[config.mk]
export PLATFORM = sky130hd
export DESIGN_NAME = i2c_poll_sequencer
export DESIGN_NICKNAME = d
export VERILOG_FILES = /design/src/rtl/i2c_poll_sequencer.sv
export SDC_FILE = /design/constraint.sdc
export NUM_CORES = 1
export LEC_CHECK = 0
export BUFFER_PORTS_ARGS = -buffer_cell sky130_fd_sc_hd__buf_2
export CAP_MARGIN = 20
export CORE_UTILIZATION = 45
export CTS_CLUSTER_SIZE = 28
export DETAILED_ROUTE_END_ITERATION = 10
export HOLD_SLACK_MARGIN = 0.03
export PLACE_DENSITY_LB_ADDON = 0.25
export SLEW_MARGIN = 25
export SYNTH_ARGS = -nofsm -noshare
export SYNTH_HDL_FRONTEND = slang
export SYNTH_SLANG_ARGS = --single-unit
[constraint.sdc]
create_clock -name clk -period 2.8 [get_ports clk]
set_input_delay 0.14 -clock clk [delete_from_list [all_inputs] [get_ports clk]]
set_output_delay 0.14 -clock clk [all_outputs]
set_load 0.01 [all_outputs]
[src/rtl/i2c_poll_sequencer.sv]
// Poll sequencer for the I2C world top: launches read rounds, tags and
// buffers returned bytes in a show-ahead FIFO, tracks timeouts and drops.
module i2c_poll_sequencer #(
  parameter logic [15:0] POLL_INTERVAL = 16'd1000,
  parameter logic [15:0] TIMEOUT       = 16'd50000,
  parameter int          DEPTH_LOG2    = 2
) (
  input  logic        clk,
  input  logic        arst_i,
  input  logic        enable,
  output logic        w_start,
  input  logic        w_domain,
  input  logic [7:0]  w_rd_data,
  input  logic        w_valid,
  input  logic        w_done,
  output logic [7:0]  out_data,
  output logic        out_domain,
  output logic        out_valid,
  input  logic        out_ready,
  output logic        overflow,
  output logic        timeout,
  input  logic        clr_status,
  output logic [15:0] frame_cnt
);

  localparam int DEPTH = 2 ** DEPTH_LOG2;
  localparam logic [15:0] TMO_LAST = TIMEOUT - 16'd1;
  localparam logic [15:0] GAP_LAST = POLL_INTERVAL - 16'd1;
  localparam logic [DEPTH_LOG2:0] PTR_ONE = {{DEPTH_LOG2{1'b0}}, 1'b1};

  typedef enum logic [1:0] {IDLE, START, WAIT, GAP} state_e;

  state_e              state_q;
  logic [15:0]         wait_q;
  logic [15:0]         gap_q;
  logic [15:0]         frame_q;
  logic                ovf_q;
  logic                tmo_q;
  logic [DEPTH_LOG2:0] wr_q;
  logic [DEPTH_LOG2:0] rd_q;
  logic [8:0]          mem_q [DEPTH];

  logic       push;
  logic       pop;
  logic       full;
  logic       empty;
  logic       wr_en;
  logic [8:0] head;

  assign empty = (wr_q == rd_q);
  assign full  = (wr_q[DEPTH_LOG2] != rd_q[DEPTH_LOG2]) &&
                 (wr_q[DEPTH_LOG2-1:0] == rd_q[DEPTH_LOG2-1:0]);
  assign push  = (state_q == WAIT) && w_valid;
  assign pop   = !empty && out_ready;
  // A full FIFO still accepts a byte when the head leaves the same cycle.
  assign wr_en = push && (!full || pop);
  assign head  = mem_q[rd_q[DEPTH_LOG2-1:0]];

  assign w_start    = (state_q == START);
  assign out_valid  = !empty;
  assign out_data   = empty ? 8'h00 : head[7:0];
  assign out_domain = empty ? 1'b0 : head[8];
  assign overflow   = ovf_q;
  assign timeout    = tmo_q;
  assign frame_cnt  = frame_q;

  always_ff @(posedge clk or negedge arst_i) begin
    if (!arst_i) begin
      state_q <= IDLE;
      wait_q  <= '0;
      gap_q   <= '0;
      frame_q <= '0;
      ovf_q   <= 1'b0;
      tmo_q   <= 1'b0;
    end else begin
      if (clr_status) begin
        ovf_q <= 1'b0;
        tmo_q <= 1'b0;
      end
      if (push && full && !pop) ovf_q <= 1'b1;
      unique case (state_q)
        IDLE: if (enable) state_q <= START;
        START: begin
          wait_q  <= '0;
          state_q <= WAIT;
        end
        WAIT: begin
          wait_q <= wait_q + 16'd1;
          if (w_done) begin
            frame_q <= frame_q + 16'd1;
            gap_q   <= '0;
            state_q <= GAP;
          end else if (wait_q == TMO_LAST) begin
            tmo_q   <= 1'b1;
            gap_q   <= '0;
            state_q <= GAP;
          end
        end
        GAP: begin
          gap_q <= gap_q + 16'd1;
          if (gap_q == GAP_LAST) state_q <= enable ? START : IDLE;
        end
        default: state_q <= IDLE;
      endcase
    end
  end

  always_ff @(posedge clk or negedge arst_i) begin
    if (!arst_i) begin
      wr_q <= '0;
      rd_q <= '0;
    end else begin
      if (wr_en) wr_q <= wr_q + PTR_ONE;
      if (pop)   rd_q <= rd_q + PTR_ONE;
    end
  end

  always_ff @(posedge clk) begin
    if (wr_en) mem_q[wr_q[DEPTH_LOG2-1:0]] <= {w_domain, w_rd_data};
  end

endmodule

======== After elaboration in Yosys (flattened, before gate mapping) ========
Memory sizes are Yosys's and may differ from the RTL's.
Index checks and enable logic that the tools add are counted.
storage, ports and cells
  register bits ........................... 58
  bits in latches ......................... 0
  RAM bits ................................ 36
  memory bits (read-only) ................. 0
  input port bits ......................... 16
  logic and storage cells ................. 62
  memories kept ........................... 1
memories
  memory  depth  width  read ports  clocked after Yosys merged registers in  wr ports  line  source
  mem_q   4      9      1           0                                        1         41    logic [8:0] mem_q [DEPTH];
operators by class
  add/sub/neg operators ................... 5
  multiply operators ...................... 0
  divide/modulo/power cells ............... 0
  magnitude comparators ................... 0
  equality and inequality tests ........... 11
  shift operators ......................... 0
  mux-type cells .......................... 20
  bitwise operators ....................... 0
  reduce and logical (&&, ||, !) cells .... 17
operator list
  operator                                                                 count
  16-bit one-hot mux with 2 select lines                                   2
  16-bit by 1-bit adder with 16-bit output, second input constant          3
  16-bit two-way mux                                                       2
  16-bit by 10-bit equality test with 1-bit output, second input constant  1
  16-bit equality test, second input constant                              1
  1-bit two-way mux                                                        10
  2-bit two-way mux                                                        4
  8-bit two-way mux                                                        1
  2-bit one-hot mux with 4 select lines                                    1
  3-bit by 1-bit adder with 3-bit output, second input constant            2
  1-bit logical AND                                                        6
  2-bit nonzero test                                                       3
  2-bit equality test, second input constant                               2
  2-bit inequality test, second input constant                             2
  2-bit AND reduction                                                      2
  3-bit equality test                                                      1
  1-bit zero test                                                          3
  3-bit by 2-bit inequality test with 1-bit output, second input constant  1
  3-bit AND reduction                                                      1
  2-bit by 1-bit equality test with 1-bit output, second input constant    1
  2-bit equality test                                                      1
  2-bit zero test                                                          1
  1-bit logical OR                                                         1
  1-bit inequality test                                                    1

======== Longest topological paths before layout ========
Gate-level depths: netlist (run 1).
  depth in word-level cells ............... 7
  mapped depth ............................ 9
  depth with buffers taken out ............ 7

======== Least setup slack after synthesis (run 1) ========
Ideal clock, no wire load.
  path kind ............................... reg2reg
  start point ............................. register state_q[0]
  end point ............................... memory mem_q[3][0] (enable)
  data arrival time ....................... 1.644 ns
  slack ................................... 0.811 ns
  cell stages (with the launch flop) ...... 7
  buffers on the path ..................... 1
  period minus slack after synthesis ...... 1.989 ns
  path through ............................ dfrtp_1 > inv_1 > ha_1 > clkbuf_1 > nand2_1 > nor2b_1 > and2_1
on the way
  longest elaborated chain between the ends .. 5
RTL lines
  element                                  line  source
  from (decl)                              33    state_e state_q;
  from (signal assigned)                   101   if (gap_q == GAP_LAST) state_q <= enable ? START : IDLE;
  2-bit equality test                      53    assign push = (state_q == WAIT) && w_valid;
  1-bit logical AND                        53
  1-bit logical AND                        56    assign wr_en = push && (!full || pop);
  1-bit two-way mux                        119   if (wr_en) mem_q[wr_q[DEPTH_LOG2-1:0]] <= {w_domain, w_rd_data};
  1-bit two-way mux (not written as such)  119
  to (decl)                                41
Every way passes these cells.

======== Final worst setup path (run 1) ========
  start point ............................. register state_q[0]
  end point ............................... register state_q[1]
on the way
  longest elaborated chain between the ends .. 3
  elaborated cells between the ends (all ways) .. 9
RTL lines
  element                                                                                                            line  source
  2-bit equality test / 2-bit zero test (equally long branches)                                                      81    unique case (state_q)
  3-bit by 2-bit inequality test with 1-bit output (no source line) / 2-bit inequality test (equally long branches)  --
  3-bit AND reduction (no source line)                                                                               --
Several ways; a longest one is shown, not always the timed one.
A chain may end at the register's enable or synchronous reset.

==> results.tsv, run 1 <==
stage	metric	value	unit
layout	diodes	0	
place	place_hpwl	5830	um
critical_path	path_class	flip-flop to flip-flop	
sta	finalSetupViolations	0	
drt	wl_per_cell	14.9	um
logic_synthesis	synth_warnings	0	
logic_synthesis	synth_edf_count	36	
worst_hold_path	min_path_type	input port to flip-flop	
logic_synthesis	synth_xor_area_frac	0.0611	
place	preCtsSetupSlack	0.481	ns
place	portBuffers	44	
layout	drive_above_1_share	0.191	
clocking	cts_buffers	9	
clocking	post_cts.repair.setup_buffers	0	
clocking	cts_tree	built	
floorplan	start_util	0.472	
layout	area_growth_syn_to_layout	15.0	%
critical_path	crit_arrival	2.57	ns
critical_path	endpoint_kind	flip-flop	
clocking	clockBufferDepth	2	
logic_synthesis	synth_common_cells	dfrtp_1, nand2_1, edfxtp_1	
drt	firstDrtPassIters	4	
logic_synthesis	synth_top_family_by_area	simple AND/OR/NAND/NOR gates	
power_and_ir_drop	p_int	2.64	mW
clocking	htreeDepth	3	
critical_path	start_kind	flip-flop	
logic_synthesis	syn-num-nets	398	
critical_path	crit_family	simple AND/OR/NAND/NOR gates	
drt	drc	0	
critical_path	slowest_stage	dfrtp_1	
sta	fin_tns_setup	0	ns
logic_synthesis	synth-compound-area-share	0.0639	
drt	drt_first_iter_violations	79	
logic_synthesis	synth.distinct_cells	51	
power_and_ir_drop	switching_share	0.371	
drt	via_count	2957	
run	drv_cap	0	
logic_synthesis	synth-seq-cells	94	
floorplan	die_w	101	um
power_and_ir_drop	powerDensity	822	nW/um2
logic_synthesis	synthArstFlopShare	0.617	
clocking	clk_pin_slew_worst_paths	0.09	ns
grt	grt_usage	0.182	
logic_synthesis	synth_fa_ha_area_frac	0.0338	
floorplan	core_area	9420	um2
drt	wl_met3	320	um
run_status	outcome	complete, no violations	
floorplan	rows	35	
drt	route.layer.met1.wl	3970	um
logic_synthesis	yosys.area.top_type	dfrtp_1	
clocking	clock-sinks	94	
drt	dr.max_layer_used	met4	
sta	worst_slew_pin_slew	0.791	ns
drt	ant_nets	0	
sta	final_hold_viol_count	0	
power_and_ir_drop	vdd_ir_drop_max	0.461	mV
place	globalplace.congestion	0.755	
critical_path	cpPeakStageDelay	0.41	ns
logic_synthesis	synth_simple_gate_area_frac	0.190	
grt	antenna_found_initial	0	
floorplan	dieArea	10300	um2
drt	vias_per_cell	5.25	
power_and_ir_drop	power.switching	1.56	mW
drt	routed_wl	8400	um
grt	grt_max_degree	36	
layout	final_nets	457	
logic_synthesis	synth_area	4440	um2
logic_synthesis	ys_seq_area_frac	0.570	
sta	slew_headroom	0.473	
sta	setup_slack	0.480	ns
clocking	cts_root_buffer	clkbuf_8	
floorplan	fp.dieH	101	um
sta	maxSlewViolCount	0	
logic_synthesis	yosys_most_used_dff	dfrtp_1	
sta	rsz0062_at_grt	no	
sta	finalCritPeriodShare	0.828	
power_and_ir_drop	seqPwrFrac	0.440	
critical_path	cp_max_fo	11	
power_and_ir_drop	pwr-share-clk	0.208	
logic_synthesis	synth_mux_area_frac	0.0600	
drt	wl_met2	4000	um
clocking	clock_latency	0.37	ns
grt	grt_overflow_total	0	
logic_synthesis	synth_area_per_cell	12.0	um2
sta	fmax	0.431	GHz
logic_synthesis	synth.most_common_cell	dfrtp_1	
power_and_ir_drop	leakagePower	2.13	nW
grt	grt_pass1_wl	14300	um
logic_synthesis	synth_top_cell_area_share	0.327	
floorplan	io_pins	45	
sta	min_period	2.32	ns
power_and_ir_drop	finalPower	4.20	mW
power_and_ir_drop	p_comb_frac	0.352	
critical_path	crit_chain	inv_1, ha_1, or2b_2, nand2b_1, nand3_1, mux2_2	
critical_path	crit_buf_inv	1	
logic_synthesis	syn_inst	370	
sta	skew	0.0103	ns
logic_synthesis	synth_area_leaders	dfrtp_1, edfxtp_1, mux4_2, xnor2_1, ha_1	
critical_path	crit_required	3.05	ns
critical_path	reg2reg_slack	0.48	ns
grt	grt_pass1_vias	2970	
flip-flops by register name (all words and copies together), names as in the netlist:
name	cells
state_q	2
gap_q	16
wait_q	16
rd_q	3
wr_q	3
overflow	1
mem_q	36
frame_cnt	16
timeout	1
cells in the final DEF (no fill, tap or decap), drive strengths merged, types with 9 or more instances in the layout:
cell         count
and2            15
and3            11
buf             48
clkbuf           9
dfrtp           58
dlygate4sd3     11
edfxtp          36
ha              12
inv             15
mux4             9
nand2           37
nand3           28
nor2            19
nor3            10
o21ai           16
xnor2           22
xor2             9
tightest hold or removal path: cells and delay by family:
kind / cells / cell delay (ns)
AOI/OAI and AO/OA: 1 / 0.07
buffers and inverters: 1 / 0.10
and+or+nand+nor: 1 / 0.07
final timing paths:
| path | start | end | depth (start not counted) |
|---|---|---|---|
| worst max-delay path | state_q[0]$_DFFE_PN0P_ | state_q[1]$_DFFE_PN0P_ | 6 |
| worst min-delay path | w_valid | overflow$_DFFE_PN0P_ | 3 |
| worst max register to register | state_q[0]$_DFFE_PN0P_ | state_q[1]$_DFFE_PN0P_ | 6 |
| worst min register to register | frame_cnt[15]$_DFFE_PN0P_ | frame_cnt[15]$_DFFE_PN0P_ | 1 |
| max in group asynchronous | arst_i | gap_q[1]$_DFFE_PN0P_ | 3 |
| min in group asynchronous | arst_i | wait_q[15]$_DFFE_PN0P_ | 2 |
power groups by stage:
stage | Sequential, mW | Clock (mW) | Combinational (mW)
after floorplan | 1.82 | 0 | 1.07
after CTS | 1.85 | 0.901 | 1.51
after detailed placement | 1.87 | 0 | 1.49
after global routing | 1.88 | 0.950 | 1.68
after global placement | 1.87 | 0 | 1.46
final | 1.85 | 0.872 | 1.48
per-stage QoR:
step / cell area [um2] / hold slack (ns) / std cells / utilization
finish: 5110 / 0.0632 / 563 / 0.543
global route: 5110 / 0.0809 / 563 / 0.543
CTS: 5110 / 0.0474 / 563 / 0.543
detailed placement: 4810 / 0.266 / 536 / 0.511
global placement: 4810 / 0.267 / 536 / 0.511
floorplan: 4440 / -0.156 / 370 / -
routing by layer:
layer  up-vias  GRT usage
met1      1429      0.246
met2        46      0.295
met4         0     0.0602
li1       1472          -
met3        10     0.0386
met5         -          0
layout make-up:
type	count	area (um2)
Clock buffer	9	124
Clock inverter	7	67.6
Fill cell	800	4310
Inverter	13	48.8
Multi-Input combinational cell	252	1820
Sequential cell	94	2530
Tap cell	129	161
Timing Repair Buffer	59	360
kinds of logic (layout without fill, tap and decap cells):
group	count (synthesis)	count (layout)
compound gates	41	41
xor+xnor	31	31
fa+ha+maj	12	12
buf+inv	24	88
flops	94	94
mux	15	15
simple gates	153	153
repair_timing:
action / in CTS / in global routing
hold buffers: 11 / 0
gates resized for setup: 0 / 0
hold endpoints to repair: 72 / 0
(Power assumes the default switching activity.)
==> run 2, diff against run 1 <==
- clock period: 2.8 -> 1.85 ns (I/O delays scaled with it)
==> results.tsv, run 2 (synthesis gave the netlist of run 1 again) <==
stage	metric	value	unit	change
drt	via_count	3228		+9.2%
grt	grt_max_degree	59		+64%
floorplan	rows	35		unchanged
layout	fin_util	0.600		+0.0577
worst_hold_path	min_path_type	input port to flip-flop		
sta	final_hold_viol_count	0		unchanged
critical_path	r2r_start	wait_q[12]$_DFFE_PN0P_		
critical_path	cp_max_fo	2		-9
sta	worst_slew_pin_slew	0.369	ns	-0.422 ns
clocking	cts_buffers	9		unchanged
grt	grt_overflow_total	0		unchanged
place	place_hpwl	6460	um	+11%
sta	finalCritPeriodShare	0.991		+0.162
sta	finalSetupViolations	0		unchanged
critical_path	reg2reg_depth	5		-1
sta	rsz0062_at_grt	yes		
power_and_ir_drop	power.switching	2.64	mW	+70%
critical_path	rr_endpoint	gap_q[12]$_DFFE_PN0P_		
worst_hold_path	hp-start	w_valid		
critical_path	crit_end	gap_q[12]$_DFFE_PN0P_		
layout	final_common_cell	dfrtp_1		
power_and_ir_drop	p_comb_frac	0.443		+0.091
floorplan	start_util	0.472		unchanged
power_and_ir_drop	switching_share	0.359		-0.0118
power_and_ir_drop	p_int	4.71	mW	+78%
sta	maxSlewViolCount	0		unchanged
drt	drt_first_iter_violations	138		+75%
power_and_ir_drop	powerDensity	1300	nW/um2	+58%
drt	vias_per_cell	5.33		+1.4%
floorplan	dieArea	10300	um2	unchanged
sta	setup_slack	0.0168	ns	-0.463 ns
grt	grt_usage	0.198		+0.0160
floorplan	core_area	9420	um2	unchanged
clocking	cts_root_buffer	clkbuf_8		
sta	fmax	0.545	GHz	+27%
grt	grt_pass1_vias	3196		+7.6%
place	globalplace.congestion	0.843		+12%
layout	largest_reg_flops	36		unchanged
drt	firstDrtPassIters	4		unchanged
clocking	cts_tree	built		
critical_path	endpoint_kind	flip-flop		
critical_path	crit_arrival	2.10	ns	-0.47 ns
critical_path	crit_required	2.12	ns	-0.93 ns
floorplan	io_pins	45		unchanged
clocking	clk_pin_slew_worst_paths	0.10	ns	about the same
power_and_ir_drop	vdd_ir_drop_max	0.784	mV	+70%
power_and_ir_drop	seqPwrFrac	0.372		-0.068
clocking	htreeDepth	3		unchanged
sta	slew_headroom	0.751		+0.278
power_and_ir_drop	leakagePower	2.41	nW	+13%
floorplan	fp.dieH	101	um	unchanged
layout	diodes	0		unchanged
grt	grt_pass1_wl	15400	um	+8.0%
critical_path	path_class	flip-flop to flip-flop		
drt	ant_nets	0		unchanged
place	portBuffers	44		unchanged
layout	final_nets	500		+9.4%
sta	min_period	1.83	ns	-0.487 ns
critical_path	reg2reg_slack	0.02	ns	-0.46 ns
place	preCtsSetupSlack	-0.0325	ns	-0.513 ns
drt	drc	0		unchanged
layout	area_growth_syn_to_layout	27.3	%	
layout	drive_above_1_share	0.323		+0.132
grt	antenna_found_initial	0		unchanged
drt	wl_per_cell	15.6	um	+4.6%
drt	routed_wl	9470	um	+13%
sta	skew	0.0189	ns	+0.00863 ns
clocking	clock-sinks	94		unchanged
power_and_ir_drop	pwr-share-clk	0.185		-0.023
critical_path	crit_start	wait_q[12]$_DFFE_PN0P_		
clocking	clockBufferDepth	2		unchanged
clocking	clock_latency	0.37	ns	about the same
run	drv_cap	0		unchanged
run_status	outcome	complete, no violations		
layout	layout_common_cells	dfrtp_1, buf_4, nand2_1, buf_2, edfxtp_1		
critical_path	start_kind	flip-flop		
floorplan	die_w	101	um	unchanged
layout	fillCellCount	784		-2.0%
==> run 2: worst max-delay path, cell delays in order (launching register included) <==
cell and delay (ns):
dfrtp_1 0.42, nor4b_4 0.30, and4_4 0.28, nor2_4 0.04
or4_4 0.50, o311ai_2 0.21
==> run 2: worst min-delay path by stage <==
stage / endpoint / cells past startpoint / slack (ns)
after floorplan: frame_cnt[0]$_DFFE_PN0P_ / 0 / -0.20
final: overflow$_DFFE_PN0P_ / 3 / 0.12
after global placement: wait_q[0]$_DFFE_PN0P_ / 2 / 0.12
after detailed placement: wait_q[3]$_DFFE_PN0P_ / 2 / 0.12
after global routing: overflow$_DFFE_PN0P_ / 3 / 0.12
after CTS: overflow$_DFFE_PN0P_ / 3 / 0.07
==> run 2: per-layer routing <==
metal  vias up  track usage  share of wire
met2        70        0.330           0.49
li1       1553            -              -
met5         -            0              0
met3        10       0.0311          0.032
met1      1595        0.263           0.47
met4         0       0.0736          0.013
==> run 2: per-stage QoR <==
stage	instances	setup TNS (ns)	area (um2)	power, mW	hold WS, ns
after floorplan	370	-0.0132	4460	4.39	-0.203
after global placement	575	0	5130	5.43	0.125
after detailed placement	575	-0.0434	5130	5.51	0.124
after CTS	605	-0.0757	5500	7.00	0.0691
after global routing	606	-0.309	5650	7.80	0.118
final	606	0	5650	7.35	0.116
==> run 2: power groups by stage <==
| stage | registers (mW) | clock network [mW] | logic [mW] |
|---|---|---|---|
| global placement | 2.75 | 0 | 2.69 |
| detailed placement | 2.76 | 0 | 2.75 |
| finish | 2.74 | 1.36 | 3.26 |
| CTS | 2.72 | 1.39 | 2.90 |
| floorplan | 2.76 | 0 | 1.63 |
| global route | 2.78 | 1.47 | 3.55 |
==> run 2: final cells by class <==
type / count / area, um2 / area share
clock buffers: 9 / 124 / 0.0219
clock inverters: 7 / 70.1 / 0.0124
inverters: 13 / 48.8 / 0.00863
multi-input cells: 252 / 1940 / 0.344
flip-flops and latches: 94 / 2530 / 0.448
well taps: 129 / 161 / 0.0286
repair buffers: 102 / 772 / 0.137
==> run 2: repair_timing <==
action / CTS / global route
pin swaps: 5 / 10
gates cloned: 0 / 1
hold endpoints to repair: 98 / 0
gates resized for setup: 11 / 31
hold buffers: 12 / 0
setup endpoints to repair: 49 / 40
setup buffers: 2 / 0
